[config.mk]
export PLATFORM = sky130hd
export DESIGN_NAME = game_state_controller
export DESIGN_NICKNAME = d
export VERILOG_FILES = /design/src/rtl/game_pkg.sv /design/src/rtl/edge_sync.sv /design/src/rtl/game_state_controller.sv
export SDC_FILE = /design/constraint.sdc
export NUM_CORES = 1
export LEC_CHECK = 0
export BUFFER_PORTS_ARGS = -buffer_cell sky130_fd_sc_hd__buf_4
export CORE_ASPECT_RATIO = 0.75
export CORE_MARGIN = 8
export CORE_UTILIZATION = 33
export CTS_CLUSTER_DIAMETER = 150
export DETAILED_ROUTE_END_ITERATION = 10
export PLACE_DENSITY = 0.48
export RECOVER_POWER = 100
export SETUP_SLACK_MARGIN = 0.02
export SKIP_LAST_GASP = 1
export SYNTH_ARGS = -nofsm -noshare
export SYNTH_HDL_FRONTEND = slang
export SYNTH_SLANG_ARGS = --single-unit
[constraint.sdc]
create_clock -name clk -period 2.4 [get_ports clk]
set_clock_uncertainty 0.15 [all_clocks]
set_input_delay 0.12 -clock clk [delete_from_list [all_inputs] [get_ports clk]]
set_output_delay 0.12 -clock clk [all_outputs]
set_load 0.02 [all_outputs]
[src/rtl/game_pkg.sv]
// Shared game-state encodings and scroll-step defaults for the dino runner.
// The top level and the background/obstacle delegates all decode gameState from here.
package game_pkg;

   localparam logic [1:0] ST_IDLE = 2'b00;
   localparam logic [1:0] ST_RUN  = 2'b01;
   localparam logic [1:0] ST_DEAD = 2'b10;

   localparam int DX_W            = 4;
   localparam int DX_INIT_DEFAULT = 5;
   localparam int DX_MAX_DEFAULT  = 12;

   typedef enum logic [1:0] {
      GS_IDLE    = ST_IDLE,
      GS_RUN     = ST_RUN,
      GS_DEAD    = ST_DEAD,
      GS_ILLEGAL = 2'b11
   } gameState_e;

   // Width of an unsigned counter that must hold 0..maxVal; never narrower than 1 bit.
   function automatic int cntWidth(input int maxVal);
      return (maxVal < 1) ? 1 : $clog2(maxVal + 1);
   endfunction

endpackage

[src/rtl/edge_sync.sv]
// Brings an asynchronous level into the clk domain and emits a one-clk
// registered pulse on each rising edge of the synchronised level.
module edge_sync (
   input  logic clk,
   input  logic rst,
   input  logic asyncIn,
   output logic rise
);

   logic syncMeta;
   logic syncStable;
   logic prevLevel;

   // Two flops absorb metastability; the third stage remembers the last level for edge detection.
   always_ff @(posedge clk or posedge rst) begin
      if (rst) begin
         syncMeta   <= 1'b0;
         syncStable <= 1'b0;
         prevLevel  <= 1'b0;
         rise       <= 1'b0;
      end else begin
         syncMeta   <= asyncIn;
         syncStable <= syncMeta;
         prevLevel  <= syncStable;
         rise       <= syncStable & ~prevLevel;
      end
   end

endmodule

[src/rtl/game_state_controller.sv]
// Game-state FSM (IDLE/RUN/DEAD), frame-granular collision detection and the
// scroll-speed ramp feeding the background and obstacle delegates.
module game_state_controller
   import game_pkg::*;
#(
   parameter int DEAD_HOLDOFF_FRAMES = 30,
   parameter int SPEED_STEP_FRAMES   = 600,
   parameter int DX_INIT             = DX_INIT_DEFAULT,
   parameter int DX_MAX              = DX_MAX_DEFAULT
) (
   input  logic            clk,
   input  logic            rst,
   input  logic            frame_clk,
   input  logic            jump,
   input  logic            dino_pix,
   input  logic            obstacle_pix,
   output logic [1:0]      gameState,
   output logic [DX_W-1:0] dx,
   output logic            frame_tick,
   output logic            collided
);

   localparam int HW = cntWidth(DEAD_HOLDOFF_FRAMES);
   localparam int SW = cntWidth(SPEED_STEP_FRAMES);

   localparam logic [HW-1:0]   HOLD_LAST  = HW'(DEAD_HOLDOFF_FRAMES);
   localparam logic [SW-1:0]   SPEED_LAST = SW'(SPEED_STEP_FRAMES - 1);
   localparam logic [DX_W-1:0] DX_START   = DX_W'(DX_INIT);
   localparam logic [DX_W-1:0] DX_CEIL    = DX_W'(DX_MAX);

   gameState_e    state;
   logic          jumpRise;
   logic          hit;
   logic          hitPending;
   logic [HW-1:0] holdoffCnt;
   logic [SW-1:0] speedCnt;

   edge_sync frameSync (
      .clk     (clk),
      .rst     (rst),
      .asyncIn (frame_clk),
      .rise    (frame_tick)
   );

   edge_sync jumpSync (
      .clk     (clk),
      .rst     (rst),
      .asyncIn (jump),
      .rise    (jumpRise)
   );

   assign hit       = dino_pix & obstacle_pix;
   assign gameState = state;

   // A hit only latches while running and is judged at the frame boundary, so a frame that
   // ends with a hit in its last clk still kills; in DEAD the holdoff gates revival and dx freezes.
   always_ff @(posedge clk or posedge rst) begin
      if (rst) begin
         state      <= GS_IDLE;
         dx         <= DX_START;
         collided   <= 1'b0;
         hitPending <= 1'b0;
         holdoffCnt <= '0;
         speedCnt   <= '0;
      end else begin
         case (state)
            GS_IDLE: begin
               hitPending <= 1'b0;
               if (jumpRise) begin
                  state <= GS_RUN;
               end
            end
            GS_RUN: begin
               if (frame_tick) begin
                  hitPending <= 1'b0;
                  if (speedCnt == SPEED_LAST) begin
                     speedCnt <= '0;
                     if (dx < DX_CEIL) begin
                        dx <= dx + DX_W'(1);
                     end
                  end else begin
                     speedCnt <= speedCnt + SW'(1);
                  end
                  if (hitPending || hit) begin
                     state      <= GS_DEAD;
                     collided   <= 1'b1;
                     holdoffCnt <= '0;
                  end
               end else if (hit) begin
                  hitPending <= 1'b1;
               end
            end
            GS_DEAD: begin
               hitPending <= 1'b0;
               if (jumpRise && (holdoffCnt == HOLD_LAST)) begin
                  state    <= GS_IDLE;
                  collided <= 1'b0;
                  dx       <= DX_START;
                  speedCnt <= '0;
               end else if (frame_tick && (holdoffCnt != HOLD_LAST)) begin
                  holdoffCnt <= holdoffCnt + HW'(1);
               end
            end
            default: begin
               state      <= GS_IDLE;
               collided   <= 1'b0;
               dx         <= DX_START;
               speedCnt   <= '0;
               hitPending <= 1'b0;
            end
         endcase
      end
   end

endmodule
==> impl_metrics.yaml, run 1 <==
global_routing:
  grt_usage_pct: 9.74
  grt_use_met2_pct: 12.1
  overflow: 0
  grt_max_degree: 32
  top_usage_layer: "met1"
  grt_use_met3_pct: 3.35
  grt_use_met1_pct: 14.6
  grt_pass1_vias: 1154
  grt_pass1_wl_mm: 5.69
  antenna_found_initial: 0
hold_path:
  hold_class: "primary input to flip-flop"
clock_tree:
  root_buffer: "clkbuf_8"
  ctsHtreeMaxLevel: 2
  ctsResizeCount: 0
  cts_tree: "yes"
  cts_max_path_buffers: 2
  cts_sinks: 31
  cts.clk_slew.worst_paths_ns: 0.07
  insertion_delay_ns: 0.28
  cts_buffers: 5
synthesis:
  synth_mux_area_share_pct: 0
  postSynthCellCount: 152
  synth_flop_cell: "dfrtp_1"
  yosysWarnings: 0
  synth-seq-cells: 31
  syn_nets: 162
  synth-compound-area-share_pct: 20.8
  syn-mean-instance-area_um2: 10.5
  yosys.area_share.simple_pct: 21.6
  synth-adder-area-share_pct: 3.13
  synth_edf_count: 0
  synthArstFlopShare_pct: 100
  synth_top_family_by_area: "simple AND/OR/NAND/NOR gates"
  synth-xor-area-share_pct: 1.09
  synth_seq_area_share_pct: 48.6
  ys_types: 49
  syn_area_um2: 1600
route:
  ant_nets: 0
  drc: 0
  via_per_inst: 5.32
  wl_per_cell_um: 14.6
  drt_iter0_markers: 110
  drt-pass1-iter-count: 4
  vias: 1218
  routed_wl_mm: 3.34
floorplan:
  dieArea_um2: 7360
  pin_count: 14
  core_area_um2: 4790
  fp-row-count: 22
  start_util_pct: 33.4
  die_x_um: 96.4
  die_h_um: 76.3
placement:
  gp_congestion: 0.791
  post-place-cells: 218
  portBuffers: 13
  dp_hpwl_mm: 2.31
worst_setup_path:
  crit_arrival_ns: 1.92
  critPathRequiredTime_ns: 2.42
  crit_fanout: 14
  end_kind: "flip-flop"
  crit_chain: "inv_1 -> ha_1 -> and4_1 -> a31oi_4 -> a32o_1 -> a21o_1"
  cpLargestDelayFamily: "compound AO/OA/AOI/OAI gates"
  cp_slowest_cell: "dfrtp_1"
  critPathKind: "flip-flop to flip-flop"
  crit_buf_inv: 1
  start_kind: "flip-flop"
  cp_slowest_stage_delay_ns: 0.41
pwr:
  power.leakage_nw: 0.785
  p_per_area_nw_per_um2: 984
  ir_drop_uv: 417
sta:
  fin_setup_tns_ns: 0
  setup_viol: 0
  fmax_ghz: 0.527
  worst_slew_margin_rel_pct: 49.6
  drv_slew: 0
  tightest_slew_ns: 0.756
  finalCritPeriodShare_pct: 79.1
  period_needed_ns: 1.90
  finalHoldViolCount: 0
  rsz0062_at_grt: "false"
status:
  status: "finished clean"
layout:
  final_cells: 229
  drive_above_1_share_pct: 14.2
  antennaDiodeCount: 0
  final_common_cell: "dfrtp_1"
  regArea_um2: 778
  nNetsFinal: 178
  final_core_util_pct: 38.5
  multiInputGateArea_um2: 742
  nFillCells: 487
  layout_common_cells: "29 x dfrtp_1, 13 x nand2_1"
  area_growth_pct: 15.0
job:
  cap_violations: 0
[cells in the mapped netlist (4+ instances only)]
library cell | number | area share [%]
o2bb2ai_1 | 4 | 2.2
buf_2 | 4 | 1.3
dfrtp_1 | 29 | 45
nor2_1 | 5 | 1.2
ha_1 | 4 | 3.1
nand3_1 | 6 | 1.9
inv_1 | 5 | 1.2
a21oi_1 | 6 | 1.9
nor3_1 | 6 | 1.9
nor2b_1 | 5 | 2.0
nand2_1 | 13 | 3.0
o21ai_1 | 8 | 2.5
a21o_1 | 4 | 1.9
[where the power goes]
| part | switching, W | leakage, nW | internal, W |
|---|---|---|---|
| registers | 0.000159 | 0.396 | 0.000638 |
| clock network | 0.000196 | 0.0612 | 0.000336 |
| logic | 0.000280 | 0.328 | 0.000203 |
| total | 0.000635 | 0.785 | 0.00118 |
[cells by family (layout without fill, tap and decap cells)]
logic type | count (synthesis) | in the layout
adder cells (fa/ha/maj) | 4 | 4
XOR/XNOR | 2 | 2
AO/OA/AOI/OAI | 44 | 44
flip-flops | 31 | 31
AND/OR/NAND/NOR | 58 | 58
buffers and inverters | 13 | 30
[tightest hold or removal path: stages]
cell and delay, ns:
buf_4 0.08, a21oi_1 0.12, o2bb2ai_1 0.13
[flip-flops by register name, summed over array words and instances (netlist names)]
name and flops:
speedCnt 10, holdoffCnt 5, dx 4, gameState 2, collided 1, frameSync.prevLevel 1, frameSync.rise 1, frameSync.syncMeta 1
frameSync.syncStable 1, hitPending 1, jumpSync.prevLevel 1, jumpSync.rise 1, jumpSync.syncMeta 1, jumpSync.syncStable 1
[final cells by class]
type / instances / share of cell area [%]
sequential: 31 / 42.3
multi-input combinational: 108 / 40.3
timing repair buffer: 17 / 5.98
clock buffer: 6 / 4.48
tap: 60 / 4.08
clock inverter: 2 / 1.90
inverter: 5 / 1.02
[timing repair]
| item | 4_1_cts | 5_1_grt |
|---|---|---|
| hold buffers | 3 | 0 |
| hold endpoints to repair | 31 | 0 |
| setup buffers | 0 | 0 |
[metal layers]
metal / vias to the layer above / routed length (um)
met5: - / 0
met4: 0 / 31
met3: 4 / 173
met2: 32 / 1390
met1: 578 / 1750
li1: 604 / -
[path summary, 6_finish.rpt]
kind	start	to	slack, ns	cells past startpoint
max	holdoffCnt[0]	dx[1]	0.50	6
min	obstacle_pix	gameState[1]	0.06	3
max reg2reg	holdoffCnt[0]	dx[1]	0.50	6
min reg2reg	jumpSync.syncMeta	jumpSync.syncStable	0.20	0
max in group asynchronous	rst	hitPending	1.16	4
min in group asynchronous	rst	speedCnt[2]	0.46	4
[through the flow]
step	setup WS (ns)	total power [W]	hold WS [ns]	instance area, um2
final	0.501	0.00181	0.0602	1840
after global routing	0.381	0.00192	0.0841	1840
after CTS	0.484	0.00187	0.0613	1870
after detailed placement	0.508	0.00132	0.0803	1720
after global placement	0.550	0.00131	0.0800	1720
after floorplan	0.687	0.00117	0.00143	1600
No activity file was read; power rests on OpenSTA's default activity.
==> run 2: changes to the inputs <==
--- a/config.mk
+++ b/config.mk
@@ -11,7 +11,7 @@
 export CORE_UTILIZATION = 33
 export CTS_CLUSTER_DIAMETER = 150
 export DETAILED_ROUTE_END_ITERATION = 10
-export PLACE_DENSITY = 0.48
+export PLACE_DENSITY = 0.5
 export RECOVER_POWER = 100
 export SETUP_SLACK_MARGIN = 0.02
 export SKIP_LAST_GASP = 1
==> constraint.sdc (replaced) <==
create_clock -name clk -period 1.5 [get_ports clk]
set_clock_uncertainty 0.15 [all_clocks]
set_input_delay 0.075 -clock clk [delete_from_list [all_inputs] [get_ports clk]]
set_output_delay 0.075 -clock clk [all_outputs]
set_load 0.02 [all_outputs]
==> impl_metrics.yaml, run 2 (same netlist as run 1, synthesis figures left out) <==
route:
  routed_wl_mm: 4.14
  drc: 0
  drt_iter0_markers: 87
  wl_per_cell_um: 15.2
  drt-pass1-iter-count: 4
  vias: 1398
  via_per_inst: 5.14
  ant_nets: 0
sta:
  setup_viol: 20
  fmax_ghz: 0.599
  finalHoldViolCount: 0
  period_needed_ns: 1.67
  drv_slew: 0
  rsz0062_at_grt: "true"
  worst_slew_margin_rel_pct: 46.9
  fin_ws_ns: -0.171
  finalCritPeriodShare_pct: 111
  tightest_slew_ns: 0.796
layout:
  final_common_cell: "buf_4"
  drive_above_1_share_pct: 44.8
  final_cells: 272
  nNetsFinal: 221
  largest_registers: "speedCnt (10), holdoffCnt (5), dx (4)"
  largest_reg_flops: 10
  antennaDiodeCount: 0
  regMostFlops: "speedCnt"
  design_area_um2: 2310
  area_growth_pct: 44.5
  layout_common_cells: "41 x buf_4, 28 x dfrtp_1, 10 x nand2_1, 9 x o21ai_1, 6 x clkbuf_8"
  nFillCells: 459
placement:
  placed_area_um2: 2060
  gp_congestion: 0.830
  post-place-cells: 258
  dp_slack_ns: -0.188
  portBuffers: 13
  dp_hpwl_mm: 2.99
floorplan:
  pin_count: 14
  fp-row-count: 22
  die_h_um: 76.3
  core_area_um2: 4790
  start_util_pct: 33.4
  die_x_um: 96.4
  dieArea_um2: 7360
worst_setup_path:
  crit_chain: "ha_2 -> and4bb_4 -> and3_4 -> a32o_1 -> a21o_1"
  r2r-start: "speedCnt[0]"
  cp.depth: 5
  start_kind: "flip-flop"
  cp_slowest_cell: "dfrtp_1"
  cpLargestDelayFamily: "simple AND/OR/NAND/NOR gates"
  crit_start: "speedCnt[0]"
  critPathRequiredTime_ns: 1.52
  crit_fanout: 4
  critPathKind: "flip-flop to flip-flop"
  crit_arrival_ns: 1.69
  cp_slowest_stage_delay_ns: 0.40
  crit_buf_inv: 0
  end_kind: "flip-flop"
  r2r_cells: 5
clock_tree:
  cts_buffers: 5
  cts_tree: "yes"
  root_buffer: "clkbuf_8"
  cts_max_path_buffers: 2
  ctsHtreeMaxLevel: 2
  cts_sinks: 31
  cts.clk_slew.worst_paths_ns: 0.07
  insertion_delay_ns: 0.28
global_routing:
  grt_pass1_vias: 1358
  antenna_found_initial: 0
  grt_usage_pct: 11.7
  grt_max_degree: 32
  grt_pass1_wl_mm: 6.73
  overflow: 0
hold_path:
  hold_depth: 4
  hold_class: "primary input to flip-flop"
  hp-start: "obstacle_pix"
job:
  cap_violations: 0
status:
  status: "finished with violations"
  violations: "setup timing"
pwr:
  power.leakage_nw: 1.04
  ir_drop_uv: 800
  p_per_area_nw_per_um2: 1490
-- run 2: routing by layer --
| layer | vias up | global-route usage (%) | part of all wire [%] |
|---|---|---|---|
| li1 | 677 | - | - |
| met1 | 694 | 16.3 | 49 |
| met2 | 23 | 16.3 | 45 |
| met3 | 4 | 3.74 | 5.1 |
| met4 | 0 | 4.22 | 0.87 |
| met5 | - | 0 | 0 |
-- run 2: cell type report --
class	count	area [um2]	area share, %
well taps	60	75.1	3.24
clock buffers	6	82.6	3.57
multi-input cells	108	873	37.7
clock inverters	2	35.0	1.51
inverters	5	18.8	0.811
flip-flops and latches	31	779	33.7
repair buffers	60	450	19.5
-- run 2: final timing paths --
check / end / slack, ns
max in group asynchronous: frameSync.rise / 0.22
min in group asynchronous: frameSync.syncStable / 0.43
worst max-delay path: dx[1] / -0.17
worst min-delay path: gameState[1] / 0.07
worst min register to register: frameSync.syncStable / 0.21
worst max register to register: dx[1] / -0.17
-- run 2: what timing repair did --
| item | in CTS | in global routing |
|---|---|---|
| buffers inserted | 2 | 1 |
| hold buffers | 3 | 0 |
| pin swaps | 9 | 4 |
| endpoints found under the hold margin | 31 | 0 |
| gates resized for setup | 19 | 8 |
| endpoints found under the setup margin | 21 | 21 |
-- run 2: report_power, final --
part / total, W / leakage (nW) / internal [W] / switching, W
combinational: 0.00143 / 0.583 / 0.000689 / 0.000740
sequential: 0.00118 / 0.395 / 0.00103 / 0.000147
clock: 0.000851 / 0.0612 / 0.000537 / 0.000314
-- run 2: stage by stage --
step	util (%)	hold slack, ns	TNS [ns]	total power, W
after floorplan	-	-0.0436	-0.824	0.00191
final	48.3	0.0661	-1.67	0.00346
after global routing	48.3	0.0693	-3.23	0.00368
after detailed placement	42.9	0.0364	-2.59	0.00251
after CTS	47.9	0.0560	-1.79	0.00348
after global placement	42.9	0.0363	-1.46	0.00248
-- run 2: worst min-delay path: stages --
cell	delay, ns
buf_4	0.08
a21oi_1	0.05
buf_4	0.15
o2bb2ai_2	0.11
